<file path="src/rtl/shift_reg_pkg.sv">
// Shared encodings for the universal shift register: manual mode select,
// transfer FSM states and the per-bit next-value select of shift_cell.
package shift_reg_pkg;

    typedef enum logic [1:0] {
        MODE_HOLD = 2'b00,
        MODE_SHL  = 2'b01,
        MODE_SHR  = 2'b10,
        MODE_LOAD = 2'b11
    } mode_e;

    typedef enum logic {
        ST_IDLE = 1'b0,
        ST_XFER = 1'b1
    } state_e;

    // CSEL_LO takes the lower-index neighbour (shift left),
    // CSEL_HI takes the higher-index neighbour (shift right).
    typedef enum logic [1:0] {
        CSEL_HOLD = 2'b00,
        CSEL_LO   = 2'b01,
        CSEL_HI   = 2'b10,
        CSEL_LOAD = 2'b11
    } cell_sel_e;

endpackage

</file>
<file path="src/rtl/shift_cell.sv">
// One storage bit of the universal shift register: 4:1 next-value mux
// (hold, lower neighbour, higher neighbour, load bit), enable and an
// asynchronous reset value.
module shift_cell
    import shift_reg_pkg::*;
#(
    parameter logic RESET_BIT = 1'b0
) (
    input  logic      clk,
    input  logic      rst,
    input  logic      en_i,
    input  cell_sel_e sel_i,
    input  logic      lo_i,
    input  logic      hi_i,
    input  logic      d_i,
    output logic      q_o
);

    logic bit_q;
    logic bit_d;

    // Select the next value of this bit.
    always_comb begin
        bit_d = bit_q;
        case (sel_i)
            CSEL_LO:   bit_d = lo_i;
            CSEL_HI:   bit_d = hi_i;
            CSEL_LOAD: bit_d = d_i;
            default:   bit_d = bit_q;
        endcase
    end

    // Bit storage, frozen while the enable is low.
    always_ff @(posedge clk or posedge rst) begin
        if (rst) begin
            bit_q <= RESET_BIT;
        end else if (en_i) begin
            bit_q <= bit_d;
        end
    end

    assign q_o = bit_q;

endmodule

</file>
<file path="src/rtl/shift_reg_univ.sv">
// Universal shift register (hold / shift-left / shift-right / load) with an
// automatic LSB-first serialiser started by a start pulse.
// Optional macro SHIFT_REG_ROTATE_EN: manual SHL/SHR rotate instead of
// shifting in sin; serial transfers always shift sin in.
module shift_reg_univ
    import shift_reg_pkg::*;
#(
    parameter int unsigned          WIDTH     = 8,
    parameter logic [WIDTH-1:0]     RESET_VAL = '0
) (
    input  logic             clk,
    input  logic             rst,
    input  logic             en,
    input  logic [1:0]       mode,
    input  logic [WIDTH-1:0] d,
    input  logic             sin,
    input  logic             start,
    output logic [WIDTH-1:0] q,
    output logic             sout_lsb,
    output logic             sout_msb,
    output logic             busy,
    output logic             done
);

    localparam int unsigned          CNT_W    = $clog2(WIDTH);
    localparam logic [CNT_W-1:0]     CNT_LAST = CNT_W'(WIDTH - 2);

    state_e             state_q, state_d;
    logic [CNT_W-1:0]   cnt_q, cnt_d;
    logic               done_q, done_d;
    cell_sel_e          sel;
    logic               fill_lo;
    logic               fill_hi;
    logic [WIDTH-1:0]   lo_v;
    logic [WIDTH-1:0]   hi_v;

    // Next state, counter, done pulse, cell select and edge fill bits.
    always_comb begin
        state_d = state_q;
        cnt_d   = cnt_q;
        done_d  = 1'b0;
        sel     = CSEL_HOLD;
        fill_lo = sin;
        fill_hi = sin;
        case (state_q)
            ST_IDLE: begin
`ifdef SHIFT_REG_ROTATE_EN
                fill_lo = q[WIDTH-1];
                fill_hi = q[0];
`endif
                if (start) begin
                    sel     = CSEL_LOAD;
                    cnt_d   = '0;
                    state_d = ST_XFER;
                end else begin
                    case (mode_e'(mode))
                        MODE_SHL:  sel = CSEL_LO;
                        MODE_SHR:  sel = CSEL_HI;
                        MODE_LOAD: sel = CSEL_LOAD;
                        default:   sel = CSEL_HOLD;
                    endcase
                end
            end
            ST_XFER: begin
                sel = CSEL_HI;
                if (cnt_q == CNT_LAST) begin
                    cnt_d   = '0;
                    state_d = ST_IDLE;
                    done_d  = 1'b1;
                end else begin
                    cnt_d = cnt_q + CNT_W'(1);
                end
            end
            default: state_d = ST_IDLE;
        endcase
    end

    // FSM, counter and done registers; all frozen while en is low.
    always_ff @(posedge clk or posedge rst) begin
        if (rst) begin
            state_q <= ST_IDLE;
            cnt_q   <= '0;
            done_q  <= 1'b0;
        end else if (en) begin
            state_q <= state_d;
            cnt_q   <= cnt_d;
            done_q  <= done_d;
        end
    end

    assign lo_v = {q[WIDTH-2:0], fill_lo};
    assign hi_v = {fill_hi, q[WIDTH-1:1]};

    for (genvar i = 0; i < WIDTH; i++) begin : g_cell
        shift_cell #(
            .RESET_BIT (RESET_VAL[i])
        ) u_cell (
            .clk   (clk),
            .rst   (rst),
            .en_i  (en),
            .sel_i (sel),
            .lo_i  (lo_v[i]),
            .hi_i  (hi_v[i]),
            .d_i   (d[i]),
            .q_o   (q[i])
        );
    end

    assign sout_lsb = q[0];
    assign sout_msb = q[WIDTH-1];
    assign busy     = (state_q == ST_XFER);
    assign done     = done_q;

endmodule

</file>
<file path="config.mk">
export PLATFORM = sky130hd
export DESIGN_NAME = shift_reg_univ
export DESIGN_NICKNAME = d
export VERILOG_FILES = /design/src/rtl/shift_reg_pkg.sv /design/src/rtl/shift_cell.sv /design/src/rtl/shift_reg_univ.sv
export SDC_FILE = /design/constraint.sdc
export NUM_CORES = 1
export LEC_CHECK = 0
export CAP_MARGIN = 0
export CORE_MARGIN = 2
export CORE_UTILIZATION = 45
export CTS_BUF_LIST = sky130_fd_sc_hd__clkbuf_4
export CTS_CLUSTER_SIZE = 25
export DETAILED_ROUTE_END_ITERATION = 16
export PLACE_DENSITY = 0.78
export RECOVER_POWER = 100
export SYNTH_ARGS = -nofsm -noshare
export SYNTH_HDL_FRONTEND = slang
export SYNTH_SLANG_ARGS = --single-unit
</file>
<file path="constraint.sdc">
create_clock -name clk -period 1.74 [get_ports clk]
set_input_delay 0.435 -clock clk [delete_from_list [all_inputs] [get_ports clk]]
set_output_delay 0.435 -clock clk [all_outputs]
set_load 0.005 [all_outputs]
</file>
==> impl_metrics.tcl, run 1 <==
set metrics [dict create \
    drc 0 \
    power.internal_uw 966 \
    relSlewSlack_pct 66.3 \
    synth_top_area_cell "dfrtp_1" \
    vias 719 \
    min_path_cells 2 \
    wirelength_um 1740 \
    core_um2 1520 \
    hp-class "reg2reg" \
    area_delta_synth_final_pct 40.4 \
    start_util_pct 48.8 \
    worst_pin_slew_ps 504 \
    vias_per_cell 5.89 \
    cp.required_ps 1300 \
    grt_start_max_net_pins 17 \
    status "finished clean" \
    synthesis.instances 78 \
    synth_area_leaders "dfrtp_1 (44%), a32oi_1 (9.4%), buf_4 (8.1%)" \
    setup_slack_ps 78.5 \
    hold_end "done$_DFFE_PP0P_" \
    io_pins 27 \
    numCtsBuffers 3 \
    hpwl_um 1250 \
    slowest_stage "dlygate4sd3_1" \
    rr_startpoint "busy$_DFFE_PP0P_" \
    cp-end-kind "output pin" \
    final_cell_mix "clkdlybuf4s50_1 (22), dfrtp_1 (13), o21ai_0 (11)" \
    clk_pin_slew_ps 80 \
    path_depth 1 \
    drt_iter0_markers 24 \
    detail-route-antenna-nets 0 \
    path_cells "dlygate4sd3_1" \
    yosys_warnings 0 \
    worstRegToRegCells 4 \
    post_cts_buffers 0 \
    r2r-end "g_cell[0].u_cell.q_o$_DFFE_PP0P_" \
    grt_pass1_wl_um 3060 \
    dieArea_um2 1990 \
    fp.dieH_um 44.6 \
    layout_commonest_cell "clkdlybuf4s50_1" \
    fin_tns_setup_ps 0 \
    rsz0062_at_grt "no" \
    num_rows 14 \
    reg2reg_slack_ps 440 \
    cts.sinks 13 \
    max_freq_mhz 602 \
    antenna_found_initial 0 \
    yosysUniqueCellTypes 22 \
    p_sw_uw 537 \
    instances_no_fill 122 \
    portBuffers 26 \
    first_global_vias 683 \
    drv_cap 0 \
    ctsResizeCount 0 \
    drv_slew 0 \
    max_stage_delay_ps 580 \
    finalSetupViolCount 0 \
    overflow 0 \
    track_usage_pct 20.9 \
    p_per_area_nw_per_um2 1440 \
    place_inst 118 \
    crit_buf_inv 1 \
    path_delay_family "buffers and inverters" \
    power_frac_clock_pct 13.5 \
    syn_area_um2 743 \
    cts.htree.levels 1 \
    leakagePower_uw 0.000410 \
    fillers 129 \
    antenna-diode-count 0 \
    root_buffer "clkbuf_4" \
    fin_nets 122 \
    post-route-util_pct 68.5 \
    ys_ff_latch 13 \
    crit_path_start_kind "register" \
    ctsHoldBuffers 0 \
    clk_latency_ps 270 \
    pwr-share-comb_pct 47.6 \
    critPathArrivalTime_ps 1230 \
    max-clock-path-buffers 2 \
    netSwitchingFraction_pct 35.7 \
    vdd_drop_max_v 0.000898 \
    post-route-period-util_pct 95.5 \
    synth.top_cell.area_share_pct 43.8 \
    die_width_um 44.6 \
    wire_per_inst_um 14.3 \
    globalplace.congestion 0.712 \
    ys_seq_area_share_pct 43.8 \
    pre_cts_slack_ps -22.6 \
    finalCriticalPeriod_ps 1660 \
    p_seq_share_pct 38.9 \
    avgSynthCellArea_um2 9.53 \
    worstSetupPathType "reg2out" \
    synth_fp_nets 93 \
    worstPathMaxFanout 2 \
    min_from "done$_DFFE_PP0P_" \
    hold_viol 0 \
    fin_skew_ps 5.01 \
    drive_gt1_share_pct 12.3 \
    cts_tree "built" \
    firstDrtPassIters 4 \
]
-- synth_stat cells --
cell type / instances
buf_4: 8
clkbuf_1: 1
a22o_1: 2
a21boi_1: 1
nand4_1: 1
a32o_1: 1
a21o_2: 1
nor2_1: 8
nand4b_1: 1
a31oi_1: 8
nor3b_2: 1
nand2b_1: 1
inv_1: 4
o21ai_0: 11
a32oi_1: 8
o22ai_1: 1
buf_6: 1
o41a_1: 1
dfrtp_1: 13
nand2_1: 3
nor3_2: 1
nor2b_1: 1
-- tightest hold or removal path, stage by stage, from the launching register on --
cell	delay (ps)
dfrtp_1	380
inv_1	50
o21ai_0	70
-- through the flow --
stage / area (µm²) / power (µW) / hold slack, ps
6_report: 1040 / 1500 / 540
4_1_cts: 1050 / 1520 / 489
3_5_place_dp: 1020 / 1310 / 539
2_1_floorplan: 743 / 1030 / 312
5_1_grt: 1040 / 1620 / 577
3_3_place_gp: 1020 / 1290 / 516
-- layout make-up --
cell class / count / area [µm²] / share of cell area, %
clock buffer: 4 / 30.0 / 2.88
inverter: 4 / 15.0 / 1.44
sequential: 13 / 325 / 31.2
timing repair buffer: 34 / 325 / 31.2
tap: 16 / 20.0 / 1.92
multi-input combinational: 51 / 328 / 31.4
-- layer usage --
| layer | vias up | part of all wire, % | track usage [%] |
|---|---|---|---|
| li1 | 349 | - | - |
| met1 | 337 | 41 | 27.1 |
| met2 | 31 | 50 | 33.9 |
| met3 | 2 | 8.2 | 4.90 |
| met4 | 0 | 0.80 | 7.27 |
| met5 | - | 0 | 0 |
-- power groups by stage --
stage          clock network (µW)  logic (µW)  registers, µW
2_1_floorplan                   0         457            568
3_3_place_gp                    0         708            583
3_5_place_dp                    0         721            592
4_1_cts                       207         727            586
5_1_grt                       216         794            608
6_report                      203         715            585
-- flip-flops by register name, indices dropped and copies added (netlist names) --
name / flops
g_cell.u_cell.q_o: 8
cnt_q: 3
busy: 1
done: 1
-- worst max path at each step --
stage | start | end | slack (ps)
2_1_floorplan | busy$_DFFE_PP0P_ | g_cell[7].u_cell.q_o$_DFFE_PP0P_ | 400
6_report | done$_DFFE_PP0P_ | done | 80
3_3_place_gp | start | g_cell[7].u_cell.q_o$_DFFE_PP0P_ | 20
5_1_grt | start | g_cell[7].u_cell.q_o$_DFFE_PP0P_ | 50
3_5_place_dp | start | g_cell[0].u_cell.q_o$_DFFE_PP0P_ | -20
4_1_cts | g_cell[2].u_cell.q_o$_DFFE_PP0P_ | q[2] | 100
-- kinds of logic (layout without fill, tap and decap cells) --
logic type | Yosys count | in the layout | synth area share (%)
flops | 13 | 13 | 43.8
simple gates | 17 | 17 | 12.3
compound gates | 34 | 34 | 31.8
buf+inv | 14 | 42 | 12.1
Note: power is estimated with default switching activity, not from simulation.
==> run 2: changes to the inputs <==
--- a/config.mk
+++ b/config.mk
@@ -13,6 +13,7 @@
 export DETAILED_ROUTE_END_ITERATION = 16
 export PLACE_DENSITY = 0.78
 export RECOVER_POWER = 100
+export REMOVE_ABC_BUFFERS = 1
 export SYNTH_ARGS = -nofsm -noshare
 export SYNTH_HDL_FRONTEND = slang
 export SYNTH_SLANG_ARGS = --single-unit
==> constraint.sdc (replaced) <==
create_clock -name clk -period 1.7 [get_ports clk]
set_input_delay 0.425 -clock clk [delete_from_list [all_inputs] [get_ports clk]]
set_output_delay 0.425 -clock clk [all_outputs]
set_load 0.005 [all_outputs]
==> impl_metrics.tcl, run 2 (synthesis results as in run 1) <==
set metrics [dict create \
    leakagePower_uw 0.000408 \
    final_cell_mix "clkdlybuf4s50_1 (24), dfrtp_1 (13), o21ai_0 (11)" \
    final_area_um2 1040 \
    drv_cap 0 \
    largest_reg_flops 8 \
    grt_start_max_net_pins 17 \
    worstSetupPathType "reg2out" \
    finalSetupViolCount 0 \
    path_cells "dlygate4sd3_1" \
    drc 0 \
    cts.htree.levels 1 \
    whs_ps 526 \
    max_stage_delay_ps 570 \
    core_um2 1520 \
    crit_buf_inv 1 \
    numCtsBuffers 3 \
    portBuffers 26 \
    grt_pass1_wl_um 2950 \
    fillers 124 \
    die_width_um 44.6 \
    hold_viol 0 \
    antenna-diode-count 0 \
    first_global_vias 680 \
    rsz0062_at_grt "no" \
    layout_commonest_cell "clkdlybuf4s50_1" \
    wirelength_um 1800 \
    post-route-period-util_pct 96.4 \
    firstDrtPassIters 4 \
    min_path_cells 2 \
    hp-class "reg2reg" \
    relSlewSlack_pct 66.2 \
    ctsHoldBuffers 0 \
    hpwl_um 1320 \
    fp.dieH_um 44.6 \
    detail-route-antenna-nets 0 \
    crit_path_start_kind "register" \
    power_uw 1540 \
    area_delta_synth_final_pct 39.9 \
    drv_slew 0 \
    place_area_um2 1010 \
    globalplace.congestion 0.737 \
    post-route-util_pct 68.2 \
    post_cts_buffers 0 \
    num_rows 14 \
    status "finished clean" \
    worst_pin_slew_ps 505 \
    antenna_found_initial 0 \
    max_freq_mhz 610 \
    cp.required_ps 1270 \
    root_buffer "clkbuf_4" \
    fin_skew_ps 7.40 \
    drive_gt1_share_pct 12.4 \
    vias_per_cell 6.00 \
    p_per_area_nw_per_um2 1480 \
    setup_slack_ps 60.9 \
    drt_iter0_markers 17 \
    worstPathMaxFanout 2 \
    cp-end-kind "output pin" \
    dieArea_um2 1990 \
    cts.sinks 13 \
    io_pins 27 \
    path_delay_family "buffers and inverters" \
    overflow 0 \
    clk_latency_ps 280 \
    max-clock-path-buffers 2 \
    vdd_drop_max_v 0.000818 \
    clk_pin_slew_ps 70 \
    path_depth 1 \
    worstRegToRegCells 4 \
    wire_per_inst_um 14.9 \
    critPathArrivalTime_ps 1210 \
    start_util_pct 48.8 \
    fin_nets 121 \
    finalCriticalPeriod_ps 1640 \
    ctsResizeCount 0 \
    slowest_stage "dlygate4sd3_1" \
    cts_tree "built" \
    track_usage_pct 21.0 \
    vias 726 \
    pre_cts_slack_ps -120 \
]
==> run 2: path summary, 6_finish.rpt <==
path                                       start                               end  slack, ps
min in group asynchronous                    rst  g_cell[7].u_cell.q_o$_DFFE_PP0P_        600
worst max-delay path            done$_DFFE_PP0P_                              done         60
worst min register to register  done$_DFFE_PP0P_                  done$_DFFE_PP0P_        530
max in group asynchronous                    rst  g_cell[0].u_cell.q_o$_DFFE_PP0P_        760
worst min-delay path            done$_DFFE_PP0P_                  done$_DFFE_PP0P_        530
worst max register to register  busy$_DFFE_PP0P_  g_cell[7].u_cell.q_o$_DFFE_PP0P_        250
==> run 2: worst min-delay path, cell delays in order (launching register included) <==
cell and delay [ps]:
dfrtp_1 370, inv_1 50, o21ai_0 60
==> run 2: through the flow <==
| step | TNS [ps] | instances |
|---|---|---|
| floorplan | 0 | 68 |
| global placement | -495 | 117 |
| detailed placement | -863 | 117 |
| CTS | 0 | 121 |
| global route | 0 | 121 |
| finish | 0 | 121 |
==> run 2: per-layer routing <==
| metal | share of wire, % | wire length (µm) | global-route usage (%) | vias up |
|---|---|---|---|---|
| li1 | - | - | - | 345 |
| met1 | 42 | 763 | 23.3 | 347 |
| met2 | 50 | 896 | 36.2 | 29 |
| met3 | 6.7 | 120 | 7.76 | 5 |
| met4 | 1.1 | 19 | 7.88 | 0 |
| met5 | 0 | 0 | 0 | - |
==> run 2: layout make-up <==
| type | count | area [µm²] | area share [%] |
|---|---|---|---|
| clock buffer | 4 | 30.0 | 2.89 |
| inverter | 4 | 15.0 | 1.44 |
| multi-input combinational | 51 | 328 | 31.5 |
| sequential | 13 | 325 | 31.3 |
| tap | 16 | 20.0 | 1.93 |
| timing repair buffer | 33 | 322 | 30.9 |
==> run 2: report_power, final <==
part	switching (µW)	total, µW	internal (µW)
logic	303	733	429
clock network	99.8	207	107
registers	152	602	450
==> run 3: changes to the inputs <==
--- a/config.mk
+++ b/config.mk
@@ -5,7 +5,7 @@
 export SDC_FILE = /design/constraint.sdc
 export NUM_CORES = 1
 export LEC_CHECK = 0
-export CAP_MARGIN = 0
+export CAP_MARGIN = 20
 export CORE_MARGIN = 2
 export CORE_UTILIZATION = 45
 export CTS_BUF_LIST = sky130_fd_sc_hd__clkbuf_4
==> results of run 3 <==
Final layout, timing and power as in run 2 (identical DEF).
